`src/rtl/rv32_pkg.sv`:
```
// Shared RV32I front-end types: fetch packet layout and ISA width constants.
package rv32_pkg;

    localparam int XLEN = 32;
    localparam int ILEN = 32;

    // addi x0, x0, 0 -- canonical bubble for downstream stages.
    localparam logic [ILEN-1:0] NOP_INSTR = 32'h0000_0013;

    // Packet handed to the IF/ID pipe register.
    typedef struct packed {
        logic [XLEN-1:0] pc;
        logic [ILEN-1:0] instr;
    } fetch_pkt_t;

    // Instruction fetch is word granular; low two address bits are dropped.
    function automatic logic [XLEN-1:0] align_word(input logic [XLEN-1:0] addr);
        return addr & ~(XLEN'(3));
    endfunction

endpackage

```
`src/rtl/fetch_fifo.sv`:
```
// Small synchronous FIFO with flush and occupancy count. Data type is a
// parameter so the same block buffers both request addresses and packets.
// The head reads as all-zero while the FIFO is empty.
import rv32_pkg::*;

module fetch_fifo #(
    parameter type T     = logic [31:0],
    parameter int  DEPTH = 2,
    localparam int CW    = $clog2(DEPTH + 1)
) (
    input  logic          clk,
    input  logic          sync_rst,
    input  logic          flush,
    input  logic          push,
    input  T              wr_data,
    input  logic          pop,
    output T              rd_data,
    output logic [CW-1:0] count
);

    localparam int PW = (DEPTH > 1) ? $clog2(DEPTH) : 1;

    T              mem [2**PW];
    logic [PW-1:0] wr_ptr;
    logic [PW-1:0] rd_ptr;
    logic          full;
    logic          empty;
    logic          do_push;
    logic          do_pop;

    function automatic logic [PW-1:0] ptr_next(input logic [PW-1:0] p);
        return (p == PW'(DEPTH - 1)) ? '0 : p + PW'(1);
    endfunction

    assign full    = (count == CW'(DEPTH));
    assign empty   = (count == '0);
    assign do_pop  = pop && !flush && !empty;
    // A full FIFO still accepts a push when the head leaves in the same cycle.
    assign do_push = push && !flush && (!full || do_pop);
    assign rd_data = empty ? T'('0) : mem[rd_ptr];

    // Pointer and occupancy bookkeeping; flush behaves like a local reset.
    always_ff @(posedge clk) begin
        if (sync_rst || flush) begin
            wr_ptr <= '0;
            rd_ptr <= '0;
            count  <= '0;
        end else begin
            if (do_push) wr_ptr <= ptr_next(wr_ptr);
            if (do_pop)  rd_ptr <= ptr_next(rd_ptr);
            count <= count + CW'(do_push) - CW'(do_pop);
        end
    end

    // Storage array; contents are don't-care outside the valid window.
    always_ff @(posedge clk) begin
        if (do_push) mem[wr_ptr] <= wr_data;
    end

    // Producers are credit-limited, so dropping a push means accounting broke.
    a_no_overflow: assert property (@(posedge clk) disable iff (sync_rst)
        !(push && full && !pop && !flush));

    // Popping an empty FIFO means a response arrived with nothing outstanding.
    a_no_underflow: assert property (@(posedge clk) disable iff (sync_rst)
        !(pop && empty && !flush));

endmodule

```
`src/rtl/fetch_unit.sv`:
```
// Instruction fetch front end: owns the PC, issues word reads to imem under a
// credit limit, pairs responses with their addresses and presents {pc, instr}
// packets to the IF/ID register over valid/ready. Redirects discard responses
// to requests issued before the redirect.
import rv32_pkg::*;

module fetch_unit #(
    parameter logic [31:0] RESET_PC        = 32'h0000_0000,
    parameter int          MAX_OUTSTANDING = 2              // legal 1..4
) (
    input  logic        clk,
    input  logic        sync_rst,
    input  logic        redirect_valid,
    input  logic [31:0] redirect_pc,
    output logic        req_valid,
    output logic [31:0] req_addr,
    input  logic        req_ready,
    input  logic        rsp_valid,
    input  logic [31:0] rsp_data,
    output logic        out_valid,
    output fetch_pkt_t  out_pkt,
    input  logic        out_ready
);

    localparam int            CW    = $clog2(MAX_OUTSTANDING + 1);
    localparam logic [CW:0]   MAX_C = (CW + 1)'(MAX_OUTSTANDING);

    logic [XLEN-1:0] pc;
    logic [CW-1:0]   inflight;
    logic [CW-1:0]   drop;
    logic [CW-1:0]   fifo_count;
    logic [CW-1:0]   addr_count;
    logic [XLEN-1:0] rsp_addr;
    logic            credit;
    logic            accept;
    logic            rsp_live;
    logic            rsp_push;
    logic            rsp_pop;
    fetch_pkt_t      rsp_pkt;

    // Buffered packets count against credit too, so the response FIFO can
    // never be asked to hold more than it has room for.
    assign credit    = ({1'b0, inflight} + {1'b0, fifo_count}) < MAX_C;
    assign req_valid = !sync_rst && !redirect_valid && credit;
    assign req_addr  = pc;
    assign accept    = req_valid && req_ready;

    assign rsp_live  = rsp_valid && (drop == '0);
    assign rsp_push  = rsp_live && !redirect_valid;
    assign rsp_pop   = out_valid && out_ready && !redirect_valid;
    assign rsp_pkt   = '{pc: rsp_addr, instr: rsp_data};

    assign out_valid = (fifo_count != '0);

    // Addresses of issued requests, retired one per response (dropped or not)
    // because imem returns data strictly in order.
    fetch_fifo #(
        .T     (logic [XLEN-1:0]),
        .DEPTH (MAX_OUTSTANDING)
    ) u_addr_fifo (
        .clk      (clk),
        .sync_rst (sync_rst),
        .flush    (1'b0),
        .push     (accept),
        .wr_data  (pc),
        .pop      (rsp_valid),
        .rd_data  (rsp_addr),
        .count    (addr_count)
    );

    // Packets waiting for downstream; cleared on redirect.
    fetch_fifo #(
        .T     (fetch_pkt_t),
        .DEPTH (MAX_OUTSTANDING)
    ) u_rsp_fifo (
        .clk      (clk),
        .sync_rst (sync_rst),
        .flush    (redirect_valid),
        .push     (rsp_push),
        .wr_data  (rsp_pkt),
        .pop      (rsp_pop),
        .rd_data  (out_pkt),
        .count    (fifo_count)
    );

    // PC, outstanding-request and discard counters.
    always_ff @(posedge clk) begin
        if (sync_rst) begin
            pc       <= RESET_PC;
            inflight <= '0;
            drop     <= '0;
        end else begin
            inflight <= inflight + CW'(accept) - CW'(rsp_valid);
            if (redirect_valid) begin
                pc   <= align_word(redirect_pc);
                // Everything still in flight after this edge is stale; no
                // request issues during a redirect cycle.
                drop <= inflight - CW'(rsp_valid);
            end else begin
                if (accept) pc <= pc + 32'd4;
                if (rsp_valid && (drop != '0)) drop <= drop - CW'(1);
            end
        end
    end

    // The address FIFO and the inflight counter track the same population.
    a_addr_tracks_inflight: assert property (@(posedge clk) disable iff (sync_rst)
        addr_count == inflight);

    a_drop_le_inflight: assert property (@(posedge clk) disable iff (sync_rst)
        drop <= inflight);

endmodule

```
`config.mk`:
```
export PLATFORM = sky130hd
export DESIGN_NAME = fetch_unit
export DESIGN_NICKNAME = d
export VERILOG_FILES = /design/src/rtl/rv32_pkg.sv /design/src/rtl/fetch_fifo.sv /design/src/rtl/fetch_unit.sv
export SDC_FILE = /design/constraint.sdc
export NUM_CORES = 1
export LEC_CHECK = 0
export BUFFER_PORTS_ARGS = -buffer_cell sky130_fd_sc_hd__buf_2
export CAP_MARGIN = 20
export CORE_UTILIZATION = 35
export DETAILED_ROUTE_END_ITERATION = 8
export GPL_TIMING_DRIVEN = 0
export SLEW_MARGIN = 15
export SYNTH_ARGS = -nofsm -noshare
export SYNTH_HDL_FRONTEND = slang
export SYNTH_SLANG_ARGS = --single-unit
```
`constraint.sdc`:
```
create_clock -name clk -period 6.6 [get_ports clk]
set_input_delay 0.66 -clock clk [delete_from_list [all_inputs] [get_ports clk]]
set_output_delay 0.66 -clock clk [all_outputs]
set_load 0.01 [all_outputs]
```
==> flow_metrics.env <==
export IMPL_die_area_um2=27210
export IMPL_hold_violations=0
export IMPL_crit_type="reg2reg"
export IMPL_yosys_cell_types_count=43
export IMPL_wire_per_inst_um=16.58
export IMPL_wl_um=20380
export IMPL_multi_input_area_um2=2703
export IMPL_ys_seq_elements=228
export IMPL_n_fill_cell=2416
export IMPL_cap_violations=0
export IMPL_skew_ns=0.009823
export IMPL_synthToLayoutAreaGrowth_pct=23.25
export IMPL_cts_resized_gates=0
export IMPL_detailed_place_hpwl_um=14450
export IMPL_h_tree_depth=1
export IMPL_design_area_um2=11460
export IMPL_power_density_nw_per_um2=298.9
export IMPL_synthTopCellsByArea="edfxtp_1 59%, mux2i_1 10%, dfxtp_1 9.5%, nor2_1 5.6%, xnor2_1 2.4%"
export IMPL_coreArea_um2=26060
export IMPL_critical_path_top_delay_family="simple AND/OR/NAND/NOR gates"
export IMPL_cp_max_fo=20
export IMPL_outcome="complete, no violations"
export IMPL_cpPeakStageDelay_ns=0.48
export IMPL_grtUsageMet1_pct=19.46
export IMPL_via_per_inst=4.697
export IMPL_start_util_pct=35.67
export IMPL_first_pass_iters=6
export IMPL_synth_largest_area_cell="edfxtp_1"
export IMPL_syn_area_um2=9295
export IMPL_ant_nets=0
export IMPL_synthFlopType="edfxtp_1"
export IMPL_cts_buffers=24
export IMPL_worstPathRequired_ns=6.81
export IMPL_clock_sinks=228
export IMPL_path_clk_slew_ns=0.06
export IMPL_postSynthCellCount=679
export IMPL_cts_tree="yes"
export IMPL_grt_busiest_layer="met2"
export IMPL_root_buffer="clkbuf_16"
export IMPL_clk_latency_ns=0.51
export IMPL_critPathCaptureType="flop"
export IMPL_postCtsSetupRepairBufs=0
export IMPL_p_leak_nw=4.151
export IMPL_grt_max_degree=45
export IMPL_min_period_over_period_pct=49.37
export IMPL_cts_hold_buf=0
export IMPL_combPwrFrac_pct=12.5
export IMPL_ys_warn_count=0
export IMPL_antenna_found_initial=1
export IMPL_rows=59
export IMPL_post_place_ws_ns=3.348
export IMPL_grt_pass1_vias=5589
export IMPL_worstMarginPinSlew_ns=0.8120
export IMPL_p_sw_mw=0.8221
export IMPL_synth_edf_count=184
export IMPL_cts_buffer_depth=3
export IMPL_crit_chain="inv_1 > nor2_1 > fa_1 > nor3b_2 > buf_2 > nand2_1 > a21oi_1 > nor2b_4 > buf_16"
export IMPL_use_met3_pct=3.139
export IMPL_setup_violations=0
export IMPL_pwr_share_seq_pct=50.0
export IMPL_async_flop_share_pct=0
export IMPL_grt_first_pass_wirelength_um=30960
export IMPL_pwr_share_clk_pct=37.5
export IMPL_die_x_um=165.0
export IMPL_path_buf_inv=3
export IMPL_ir_drop_v=0.0001525
export IMPL_grt_overflow=0
export IMPL_syn_area_per_cell_um2=13.69
export IMPL_hold_slack_ns=0.3452
export IMPL_rsz0062_at_grt="no"
export IMPL_finalWorstSetupSlack_ns=3.342
export IMPL_p_int_mw=2.602
export IMPL_ys_seq_area_share_pct=68.92
export IMPL_cp_slowest_cell="nor2b_4"
export IMPL_die_h_um=165.0
export IMPL_met2_usage_pct=25.42
export IMPL_cp_start_kind="flop"
export IMPL_relSlewSlack_pct=45.86
export IMPL_fin_total_pwr_mw=3.424
export IMPL_worstPathArrival_ns=3.46
export IMPL_vias=5773
export IMPL_io_buffers=161
export IMPL_min_period_ns=3.258
export IMPL_drv_slew=0
export IMPL_layout_drive_gt1_share_pct=24.86
export IMPL_grt_usage_pct=15.20
export IMPL_finalNetCount=955
export IMPL_regArea_um2=6406
export IMPL_swShare_pct=24.01
export IMPL_gp_congestion=0.7983
export IMPL_placed_area_um2=10690
export IMPL_drc=0
export IMPL_fmaxAchievable_ghz=0.3069
export IMPL_io_pins=168
export IMPL_synth_top_area_share_pct=59.44
export IMPL_drtIter0Drc=252
export IMPL_min_path_type="in2reg"
## area by class of cell
| class | instances | area share, % |
|---|---|---|
| plain buffers | 38 | 1.518 |
| clock inverters | 6 | 0.4806 |
| repair buffers | 167 | 8.268 |
| inverters | 12 | 0.3932 |
| flip-flops and latches | 228 | 55.92 |
| diodes | 1 | 0.02184 |
| clock buffers | 38 | 6.149 |
| multi-input cells | 404 | 23.59 |
| well taps | 335 | 3.659 |
## synthesized netlist by cell type (2+ instances only)
cell,n
buf_4,4
dfxtp_1,44
ha_1,9
or3_1,5
nand3_1,6
nor2_1,138
nand4_1,11
and4_1,7
a211oi_2,2
clkbuf_1,26
xnor2_1,26
o21ai_0,4
a311oi_1,4
nor3_1,6
a21oi_1,9
xor2_1,10
nor2b_1,5
nand2_1,25
a211oi_1,16
inv_1,11
mux2i_1,94
nor4_1,2
edfxtp_1,184
o21ai_1,2
and2_1,5
nor4_2,2
buf_1,5
buf_6,2
## stage by stage
step / instances / setup TNS (ns) / util, %
after floorplan: 682 / 0 / -
after global placement: 1178 / -11.94 / 40.41
after detailed placement: 1184 / 0 / 41.04
after CTS: 1228 / 0 / 43.95
after global routing: 1229 / 0 / 43.96
final: 1229 / 0 / 43.96
## path summary, 6_finish.rpt
kind,endpoint,slack [ns],cells after the start,from
min reg2reg,u_rsp_fifo.rd_ptr,0.52,2,u_rsp_fifo.rd_ptr
min,u_rsp_fifo.mem[0][28],0.35,1,rsp_data[28]
max,u_addr_fifo.mem[0][12],3.34,9,u_rsp_fifo.count[0]
max reg2reg,u_addr_fifo.mem[0][12],3.34,9,u_rsp_fifo.count[0]
## sequential cells by signal, summed over array words and instances, names as in the netlist, 2 cells and up, named ones only
register and count:
u_rsp_fifo.count 2, u_addr_fifo.count 2, u_addr_fifo.mem 60, u_rsp_fifo.mem 124, inflight 2, req_addr 30
drop 2
## cells in the final DEF, fill, tap and decap left out, types with 10 or more instances in the layout
cell and instances:
edfxtp_1 184, buf_2 162, nor2_1 137, mux2i_1 94, dfxtp_1 44, clkbuf_1 36
xnor2_1 26, nand2_1 25, clkbuf_16 25, a211oi_1 16, inv_1 11, nand4_1 11
xor2_1 10
## routing by layer
| layer | routed length, um | up-vias |
|---|---|---|
| li1 | - | 2849 |
| met1 | 8805 | 2726 |
| met2 | 9890 | 157 |
| met3 | 1178 | 41 |
| met4 | 506 | 0 |
| met5 | 0 | - |
## power groups by stage
stage	combinational (mW)	clock, mW	sequential, mW
4_1_cts	0.432	1.32	1.71
5_1_grt	0.476	1.37	1.72
6_report	0.426	1.28	1.71
3_5_place_dp	0.430	0	1.74
3_3_place_gp	0.413	0	1.75
2_1_floorplan	0.273	0	1.74
## cells by family (layout without fill, tap and decap cells)
| logic type | count (synthesis) | after routing | share of synthesized area, % |
|---|---|---|---|
| compound gates | 41 | 41 | 3.056 |
| xor+xnor | 36 | 36 | 3.392 |
| simple gates | 219 | 219 | 10.69 |
| fa+ha+maj | 10 | 10 | 1.427 |
| mux | 94 | 94 | 10.12 |
| flops | 228 | 228 | 68.92 |
| buf+inv | 50 | 261 | 2.356 |
| other cells | 1 | 5 | 0.04034 |
## worst reg2reg max path, stage by stage, from the launching register on
cell,delay [ns]
dfxtp_1,0.38
inv_1,0.08
nor2_1,0.13
fa_1,0.46
nor3b_2,0.42
buf_2,0.33
nand2_1,0.13
a21oi_1,0.32
nor2b_4,0.48
buf_16,0.23
No activity file was read; power rests on OpenSTA's default activity.
